File: src/rtl/systolic_mm_array_if.sv
// Job control, operand stream and result stream of the systolic matrix-multiply engine.
interface systolic_mm_array_if #(
    parameter int N  = 2,
    parameter int DW = 8,
    parameter int AW = 20,
    parameter int KW = 4
);
    logic            start;
    logic [KW-1:0]   k_len;
    logic            busy;
    logic            in_valid;
    logic            in_ready;
    logic [N*DW-1:0] a_col;
    logic [N*DW-1:0] b_row;
    logic            out_valid;
    logic            out_ready;
    logic [N*AW-1:0] out_row;
    logic            out_last;
    logic            done;

    modport master (
        output start, k_len, in_valid, a_col, b_row, out_ready,
        input  busy, in_ready, out_valid, out_row, out_last, done
    );

    modport slave (
        input  start, k_len, in_valid, a_col, b_row, out_ready,
        output busy, in_ready, out_valid, out_row, out_last, done
    );
endinterface

File: src/rtl/systolic_mm_array.sv
// Output-stationary NxN systolic C=A*B, run-time K; first row K+2N-1 cycles after start, stalls hold out_row.
// Optional SA_SATURATE_EN: saturating accumulators instead of modulo-2^AW wrap.
module systolic_mm_array #(
    parameter int N  = 2,
    parameter int DW = 8,
    parameter int AW = 20,
    parameter int KW = 4
) (
    input  logic               clk,
    input  logic               rst,
    systolic_mm_array_if.slave bus
);
    localparam int RW  = $clog2(N);
    localparam int DCW = $clog2(2 * N);

    typedef enum logic [1:0] {IDLE, LOAD, DRAIN, OUT} state_t;

    state_t         state;
    logic [KW-1:0]  k_cnt;
    logic [KW-1:0]  k_tot;
    logic [DCW-1:0] d_cnt;
    logic [RW-1:0]  row;
    logic           hs;
    logic           clear;
    logic           run;

    logic signed [DW-1:0] a_inj [N];
    logic signed [DW-1:0] b_inj [N];
    logic signed [DW-1:0] a_sr  [N][N];
    logic signed [DW-1:0] b_sr  [N][N];
    logic signed [DW-1:0] a_op  [N][N];
    logic signed [DW-1:0] b_op  [N][N];
    logic signed [DW-1:0] a_h   [N][N];
    logic signed [DW-1:0] b_v   [N][N];
    logic signed [AW-1:0] acc   [N][N];

    assign hs    = bus.in_ready && bus.in_valid;
    assign clear = (state == IDLE) && bus.start;
    assign run   = (state == LOAD) || (state == DRAIN);

    function automatic logic signed [AW-1:0] mac(input logic signed [AW-1:0] sum,
                                                  input logic signed [DW-1:0] a,
                                                  input logic signed [DW-1:0] b);
        logic signed [2*DW-1:0] p;
`ifdef SA_SATURATE_EN
        logic signed [AW:0] s;
        p = a * b;
        s = (AW+1)'(sum) + (AW+1)'(p);
        if (s[AW] != s[AW-1])
            return s[AW] ? {1'b1, {(AW-1){1'b0}}} : {1'b0, {(AW-1){1'b1}}};
        return s[AW-1:0];
`else
        p = a * b;
        return sum + AW'(p);
`endif
    endfunction

    always_ff @(posedge clk or posedge rst) begin
        if (rst) begin
            state         <= IDLE;
            k_cnt         <= '0;
            k_tot         <= '0;
            d_cnt         <= '0;
            row           <= '0;
            bus.busy      <= 1'b0;
            bus.in_ready  <= 1'b0;
            bus.out_valid <= 1'b0;
            bus.out_last  <= 1'b0;
            bus.done      <= 1'b0;
        end else begin
            bus.done <= 1'b0;
            case (state)
                IDLE: if (bus.start) begin
                    k_tot    <= bus.k_len;
                    k_cnt    <= '0;
                    d_cnt    <= '0;
                    row      <= '0;
                    bus.busy <= 1'b1;
                    if (bus.k_len == '0) begin
                        state         <= OUT;
                        bus.out_valid <= 1'b1;
                    end else begin
                        state        <= LOAD;
                        bus.in_ready <= 1'b1;
                    end
                end
                LOAD: if (hs) begin
                    k_cnt <= k_cnt + KW'(1);
                    if (k_cnt + KW'(1) == k_tot) begin
                        state        <= DRAIN;
                        bus.in_ready <= 1'b0;
                    end
                end
                DRAIN: begin
                    // Last PE (N-1,N-1) sees the final beat 2N-2 edges after injection.
                    d_cnt <= d_cnt + DCW'(1);
                    if (d_cnt == DCW'(2 * N - 2)) begin
                        state         <= OUT;
                        bus.out_valid <= 1'b1;
                    end
                end
                OUT: if (bus.out_ready) begin
                    if (row == RW'(N - 1)) begin
                        state         <= IDLE;
                        row           <= '0;
                        bus.out_valid <= 1'b0;
                        bus.out_last  <= 1'b0;
                        bus.busy      <= 1'b0;
                        bus.done      <= 1'b1;
                    end else begin
                        row          <= row + RW'(1);
                        bus.out_last <= (row + RW'(1) == RW'(N - 1));
                    end
                end
                default: state <= IDLE;
            endcase
        end
    end

    always_comb begin
        for (int i = 0; i < N; i++) begin
            a_inj[i] = hs ? bus.a_col[i*DW +: DW] : '0;
            b_inj[i] = hs ? bus.b_row[i*DW +: DW] : '0;
        end
        for (int i = 0; i < N; i++) begin
            for (int j = 0; j < N; j++) begin
                if (j == 0)
                    a_op[i][j] = (i == 0) ? a_inj[i] : a_sr[i][(i > 0) ? i - 1 : 0];
                else
                    a_op[i][j] = a_h[i][(j > 0) ? j - 1 : 0];
                if (i == 0)
                    b_op[i][j] = (j == 0) ? b_inj[j] : b_sr[j][(j > 0) ? j - 1 : 0];
                else
                    b_op[i][j] = b_v[(i > 0) ? i - 1 : 0][j];
            end
        end
    end

    // Bubbles keep shifting during LOAD so the skew stays aligned across gaps.
    always_ff @(posedge clk or posedge rst) begin
        if (rst) begin
            for (int i = 0; i < N; i++) begin
                for (int j = 0; j < N; j++) begin
                    a_sr[i][j] <= '0;
                    b_sr[i][j] <= '0;
                    a_h[i][j]  <= '0;
                    b_v[i][j]  <= '0;
                    acc[i][j]  <= '0;
                end
            end
        end else if (clear) begin
            for (int i = 0; i < N; i++) begin
                for (int j = 0; j < N; j++) begin
                    a_sr[i][j] <= '0;
                    b_sr[i][j] <= '0;
                    a_h[i][j]  <= '0;
                    b_v[i][j]  <= '0;
                    acc[i][j]  <= '0;
                end
            end
        end else if (run) begin
            for (int i = 0; i < N; i++) begin
                a_sr[i][0] <= a_inj[i];
                b_sr[i][0] <= b_inj[i];
                for (int d = 1; d < N; d++) begin
                    a_sr[i][d] <= a_sr[i][d-1];
                    b_sr[i][d] <= b_sr[i][d-1];
                end
                for (int j = 0; j < N; j++) begin
                    a_h[i][j] <= a_op[i][j];
                    b_v[i][j] <= b_op[i][j];
                    acc[i][j] <= mac(acc[i][j], a_op[i][j], b_op[i][j]);
                end
            end
        end
    end

    always_comb begin
        bus.out_row = '0;
        for (int j = 0; j < N; j++)
            bus.out_row[j*AW +: AW] = acc[row][j];
    end
endmodule

File: src/flat_wrapper.sv
// flat-port wrapper written by rule: the top's interface ports become plain ports
module systolic_mm_array_flat 
#(
    parameter int N  = 2,
    parameter int DW = 8,
    parameter int AW = 20,
    parameter int KW = 4
)
  (clk, rst, bus_start, bus_k_len, bus_in_valid, bus_a_col, bus_b_row, bus_out_ready, bus_busy, bus_in_ready, bus_out_valid, bus_out_row, bus_out_last, bus_done);
  systolic_mm_array_if #(.N(N), .DW(DW), .AW(AW), .KW(KW)) bus_i ();
  input  logic clk;
  input  logic rst;
  input wire logic [$bits(bus_i.start)-1:0] bus_start;
  input wire logic [$bits(bus_i.k_len)-1:0] bus_k_len;
  input wire logic [$bits(bus_i.in_valid)-1:0] bus_in_valid;
  input wire logic [$bits(bus_i.a_col)-1:0] bus_a_col;
  input wire logic [$bits(bus_i.b_row)-1:0] bus_b_row;
  input wire logic [$bits(bus_i.out_ready)-1:0] bus_out_ready;
  output wire logic [$bits(bus_i.busy)-1:0] bus_busy;
  output wire logic [$bits(bus_i.in_ready)-1:0] bus_in_ready;
  output wire logic [$bits(bus_i.out_valid)-1:0] bus_out_valid;
  output wire logic [$bits(bus_i.out_row)-1:0] bus_out_row;
  output wire logic [$bits(bus_i.out_last)-1:0] bus_out_last;
  output wire logic [$bits(bus_i.done)-1:0] bus_done;
  assign bus_i.start = bus_start;
  assign bus_i.k_len = bus_k_len;
  assign bus_i.in_valid = bus_in_valid;
  assign bus_i.a_col = bus_a_col;
  assign bus_i.b_row = bus_b_row;
  assign bus_i.out_ready = bus_out_ready;
  assign bus_busy = bus_i.busy;
  assign bus_in_ready = bus_i.in_ready;
  assign bus_out_valid = bus_i.out_valid;
  assign bus_out_row = bus_i.out_row;
  assign bus_out_last = bus_i.out_last;
  assign bus_done = bus_i.done;
  systolic_mm_array #(.N(N), .DW(DW), .AW(AW), .KW(KW)) u_core (.clk(clk), .rst(rst), .bus(bus_i));
endmodule
File: config.mk
export PLATFORM = sky130hd
export DESIGN_NAME = systolic_mm_array_flat
export DESIGN_NICKNAME = d
export VERILOG_FILES = /design/src/rtl/systolic_mm_array_if.sv /design/src/rtl/systolic_mm_array.sv /design/src/flat_wrapper.sv
export SDC_FILE = /design/constraint.sdc
export NUM_CORES = 1
export LEC_CHECK = 0
export BUFFER_PORTS_ARGS = -buffer_cell sky130_fd_sc_hd__buf_2
export CAP_MARGIN = 0
export CORE_MARGIN = 4
export CORE_UTILIZATION = 45
export DETAILED_ROUTE_END_ITERATION = 10
export GPL_ROUTABILITY_DRIVEN = 0
export MAX_ROUTING_LAYER = met4
export SYNTH_ARGS = -nofsm -noshare
export SYNTH_HDL_FRONTEND = slang
export SYNTH_SLANG_ARGS = --single-unit
File: constraint.sdc
create_clock -name clk -period 6.2 [get_ports clk]
set_input_delay 0.62 -clock clk [delete_from_list [all_inputs] [get_ports clk]]
set_output_delay 0.62 -clock clk [all_outputs]
set_load 0.01 [all_outputs]
==> Word-level counts from Yosys, hierarchy flattened <==
Index checks and enable logic that the tools add are counted.
{ "totals": {"regBits": 162, "in_bits": 41, "elab_cells": 117} }
{ "op_classes": {"n_addsub": 7, "multipliers": 4, "order_cmp": 1, "n_eq_ne": 13, "n_mux": 50, "bitwise": 1, "n_reduce_logical": 19} }
{ "op_table": {"columns": ["operator", "n"], "rows": [
  ["32-bit 2-to-1 mux", 8],
  ["80-bit 2-to-1 mux", 2],
  ["40-bit 2-to-1 mux", 3],
  ["20-bit by 16-bit adder with 20-bit output", 4],
  ["8-bit by 8-bit multiplier with 16-bit output", 4],
  ["8-bit 2-to-1 mux", 4],
  ["1-bit 2-to-1 mux", 16],
  ["2-bit 2-to-1 mux", 8],
  ["2-bit inequality test (second input constant)", 6],
  ["6-bit AND reduction", 2],
  ["4-bit 2-to-1 mux", 2],
  ["2-bit one-hot mux with 4 select lines", 1],
  ["4-bit one-hot mux with 2 select lines", 1],
  ["2-bit nonzero test", 4],
  ["2-bit equality test (second input constant)", 3],
  ["1-bit one-hot mux with 2 select lines", 3],
  ["2-bit AND reduction", 3],
  ["3-bit AND reduction", 2],
  ["5-bit AND reduction", 1],
  ["4-bit by 1-bit adder with 4-bit output (second input constant)", 1],
  ["4-bit equality test", 1],
  ["4-bit zero test", 1],
  ["2-bit by 1-bit inequality test with 1-bit output (second input constant)", 2],
  ["2-bit one-hot mux with 2 select lines", 1],
  ["other kinds (11)", 12]
]} }

==> Depth between registers and ports, before layout <==
{ "depth": {"depth_word": 6, "depth_mapped": 21, "mapped_depth_nobuf": 20} }

==> Least setup slack after synthesis <==
No wires, ideal clock.
{ "synth_timing": {"kind": "input-to-reg", "start": "in bus_b_row[0]", "end": "reg u_core.acc[79] (netlist bit)", "setup_ps": 137, "arrival_ps": 5637, "t_required_ps": 6063, "slack_ps": 426, "cell_stages": 20, "path_buffers": 1, "path_cell_list": "and3_1 -> clkbuf_1 -> and2_1 -> inv_1 -> fa_1 -> inv_1 -> fa_1 -> fa_1 -> fa_1 -> inv_1 -> fa_1 -> inv_1 -> ha_1 -> o21a_1 -> o21a_1 -> a211oi_1 -> o21bai_1 -> o41ai_2 -> or3_1 -> a31oi_1"} }
{ "synth_via": {"elab_chain_cells": 5} }
{ "synth_lines": {"columns": ["item", "line_no", "rtl"], "rows": [
  ["start: declaration", "flat_wrapper.sv:17", "input wire logic [$bits(bus_i.b_row)-1:0] bus_b_row;"],
  ["8-bit 2-to-1 mux", "systolic_mm_array.sv:123", "b_inj[i] = hs ? bus.b_row[i*DW +: DW] : '0;"],
  ["8-bit by 8-bit multiplier with 16-bit output", "systolic_mm_array.sv:53", "p = a * b;"],
  ["20-bit by 16-bit adder with 20-bit output", "systolic_mm_array.sv:54", "return sum + AW'(p);"],
  ["80-bit 2-to-1 mux", "systolic_mm_array.sv:161", "end else if (run) begin"],
  ["80-bit 2-to-1 mux", "systolic_mm_array.sv:151", "end else if (clear) begin"],
  ["end signal: indexed assignment", "systolic_mm_array.sv:172", "acc[i][j] <= mac(acc[i][j], a_op[i][j], b_op[i][j]);"],
  ["end: declaration", "systolic_mm_array.sv:35", "logic signed [AW-1:0] acc [N][N];"]
]} }
No other way between the ends. The select of a mux whose other input is x is not followed.
A chain may end at the register's enable or synchronous reset.

==> Worst setup path after layout <==
{ "layout_timing": {"start": "reg u_core.bus.in_ready", "end": "reg u_core.acc[79] (netlist bit)"} }
{ "layout_via": {"elab_chain_cells": 6, "word_cells_on_any_way": 7, "cone_classes": "add/sub: 1; mul: 1; mux: 4; reduce/logical: 1"} }
{ "layout_lines": {"columns": ["item", "line_no", "rtl"], "rows": [
  ["start: declaration", "systolic_mm_array_if.sv:28", "output busy, in_ready, out_valid, out_row, out_last, done"],
  ["start signal: assignment", "systolic_mm_array.sv:66", "bus.in_ready <= 1'b0;"],
  ["start signal: assignment", "systolic_mm_array.sv:84", "bus.in_ready <= 1'b1;"],
  ["start signal: assignment", "systolic_mm_array.sv:91", "bus.in_ready <= 1'b0;"],
  ["1-bit logical AND *", "systolic_mm_array.sv:37", "assign hs = bus.in_ready && bus.in_valid;"],
  ["8-bit 2-to-1 mux, on equally long branches", "systolic_mm_array.sv:122, systolic_mm_array.sv:123", null],
  ["8-bit by 8-bit multiplier with 16-bit output *", "systolic_mm_array.sv:53", null],
  ["20-bit by 16-bit adder with 20-bit output *", "systolic_mm_array.sv:54", null],
  ["80-bit 2-to-1 mux *", "systolic_mm_array.sv:161", null],
  ["80-bit 2-to-1 mux *", "systolic_mm_array.sv:151", null]
]} }
Every way passes the cells marked *; elsewhere a longest branch is shown, timed or not. The select of a mux whose other input is x is not followed.

==> run metrics <==
DR iter-0 viols around 1,000; Final Non-Filler Cells 2,902; XOR/XNOR share of the synthesized area 0.0278; DRC violations left 0; Syn Nets 2,823; Avg Cell Area, Syn around 9.4 µm²; vias in the first global route roughly 16k; Simple-Gate Fraction of Synth Area 0.130; Vias per Instance 5.21; Max-Cap Viols 0; asr flop ratio synth 1.00; area grow syn2layout 7.67%; GRT Total Usage 0.221; Critical Path Source u_core.bus.in_ready$_DFFE_PP0P_; I/O Buffers 85; mean routed wirelength per cell roughly 18 µm; Rel. slew slack 0.241; PD cells around 560 nW/µm²; Adder-Cell Fraction of Synth Area 0.447; most numerous cell in the Yosys netlist inv_1; Hold Path Class input pin to asynchronous set/reset pin; Nets between 2k and 3k; placed cell count between 2k and 3k; Root Buffer clkbuf_16; CTS tree done; CP Data Arrival Time just under 6 ns; global-route wire length before repair roughly 86 mm; main combinational cell family by area after synthesis adder cells; Critical Path Sink Type flop; Routed Antenna Nets 0; total CTS buffers 17; Synth area leaders fa_1 (33%), dfrtp_1 (17%), ha_1 (11%), inv_1 (8.8%), and2_1 (3.6%); Post-CTS Setup Bufs 0; clk_lat worst skew 0.46 ns; via count roughly 15k; initial antenna violation count 6; DP HPWL just over 40 mm; Netlist cell types slightly above 60; final worst-path cycle share 0.896; Resized Gates After CTS 0; setup TNS 0 ns; r2r setup slk around 0.64 ns; Synth Flop Type dfrtp_1; Max IR drop VDD roughly 0.35 mV; Ports between 80 and 90; worst setup path category flop to flop; worst clock skew 0.0115 ns; clock transition at the registers of the reported paths approximately 0.070 ns; share of cells above drive strength 1 0.0733; status complete, no violations; Peak Freq 180 MHz; register area share after synthesis 0.173; DRT Pass-1 Iters 5; Longest Clk Path Bufs 2; CP max FO 10; CTS Sinks around 150; Die Y ~220 µm; Yosys top cell by area fa_1; Netlist Area Pre-Place 21,100 µm²; cell count after synthesis roughly 2.2k; multiplexer share of the synthesized area 0.0369; FF-to-FF path depth 17; RSZ-0062 raised after global routing no; final hold vios 0; hold_buf cts 0; count of state elements after synthesis about 150; post-synthesis compound-gate area fraction 0.0815; R2R Path End u_core.acc[79]$_DFFE_PP0P_; LEAKAGE 12.2 nW; Initial Util 0.454; Synth Warn # 0; post-synth top area share 0.334; Final setup violation count 0; top cells by count, synth inv_1 (493), fa_1 (352), ha_1 (190); max-slew violations 0; worst-margin pin slew around 1.1 ns; Total Wirelength 51.2 mm; placement row count between 70 and 80; total core area between 40,000 and 50,000 µm²; Die Area about 50,000 µm²; required time worst endpoint roughly 6.6 ns; largest net degree at the start of global routing 77; fin crit period about 5.6 ns; Worst R2R Start u_core.bus.in_ready$_DFFE_PP0P_; Die Wd approximately 220 µm; total grt overflow 0; Max H-tree Level 4; Startpoint Class flop; EDFF count, synth 0
report_power, final:
part | internal [mW] | total [mW] | switching (mW)
clock network | 0.570 | 1.04 | 0.469
registers | 1.42 | 2.13 | 0.713
logic | 3.97 | 9.55 | 5.58
total | 5.96 | 12.7 | 6.76
metal layers:
layer  share of wire  up-vias  GRT usage
met1            0.48     7740      0.321
met5               0        -          -
met2            0.46      308      0.341
met3           0.046       41     0.0265
li1                -     7020          -
met4           0.013        0     0.0411
final cells by class:
cell class	count	area, µm²
Antenna cell	3	7.51
Clock buffer	20	447
Clock inverter	12	120
Fill cell	4442	23800
Inverter	493	1860
Multi-Input combinational cell	1516	15300
Sequential cell	146	3650
Tap cell	607	759
Timing Repair Buffer	105	576
cell usage in the layout (no fill, tap or decap), types with 12 or more instances in the layout:
cell       count
ha_1         189
nor3_1        19
a22o_1        18
buf_4         20
mux2i_1       56
nor2_1       114
clkbuf_16     17
a211oi_1      20
fa_1         352
dfrtp_1      145
inv_1        491
nor2b_1       29
a21o_1        17
and2_1       121
a21oi_1       63
and3_1        29
nand3_1       28
mux2_2        18
buf_2         85
o21ai_0       59
xor2_1        16
xnor2_1       51
nand2b_1      12
o21ai_1       23
nand2_1      187
sequential cells by signal (all words and copies together), names as in the netlist, 2 cells and up:
signal        count
u_core.acc       80
u_core.b_op      17
u_core.a_h       15
u_core.a_op       8
u_core.b_sr       7
u_core.k_cnt      4
u_core.k_tot      4
u_core.d_cnt      2
u_core.state      2
critical path, cell delays in order, from the launching register on:
cell      delay [ns]
dfrtp_1         0.48
and2_1          0.31
buf_4           0.21
nand3_1         0.20
fa_1            0.68
fa_1            0.57
inv_1           0.07
fa_1            0.57
fa_1            0.42
ha_1            0.29
ha_1            0.35
a211oi_1        0.25
nor2_1          0.09
or2_1           0.22
o21bai_1        0.20
o41ai_2         0.26
nand3_1         0.12
a31oi_1         0.18
worst max-delay path by stage:
stage,to,slack [ns],depth (start not counted)
2_1_floorplan,u_core.acc[79]$_DFFE_PP0P_,0.43,20
3_3_place_gp,u_core.acc[79]$_DFFE_PP0P_,0.54,16
3_5_place_dp,u_core.acc[79]$_DFFE_PP0P_,0.40,18
4_1_cts,u_core.acc[79]$_DFFE_PP0P_,0.60,17
5_1_grt,u_core.acc[77]$_DFFE_PP0P_,0.26,17
6_report,u_core.acc[79]$_DFFE_PP0P_,0.64,17
per-stage QoR:
stage                     power (mW)   util  setup slack [ns]  cell area, µm²  hold WS (ns)
after floorplan                 9.16      -             0.426           21100         0.449
after global placement          11.5  0.476             0.545           22100         0.470
after detailed placement        11.7  0.476             0.398           22100         0.475
after CTS                       12.8  0.488             0.601           22700         0.297
after global routing            14.3  0.488             0.259           22700         0.301
final                           12.7  0.488             0.645           22700         0.273
cells by family after synthesis:
| family | count (synthesis) |
|---|---|
| buf+inv | 578 |
| xor+xnor | 67 |
| compound gates | 267 |
| flops | 146 |
| fa+ha+maj | 542 |
| mux | 75 |
| simple gates | 565 |
(Power assumes the default switching activity.)
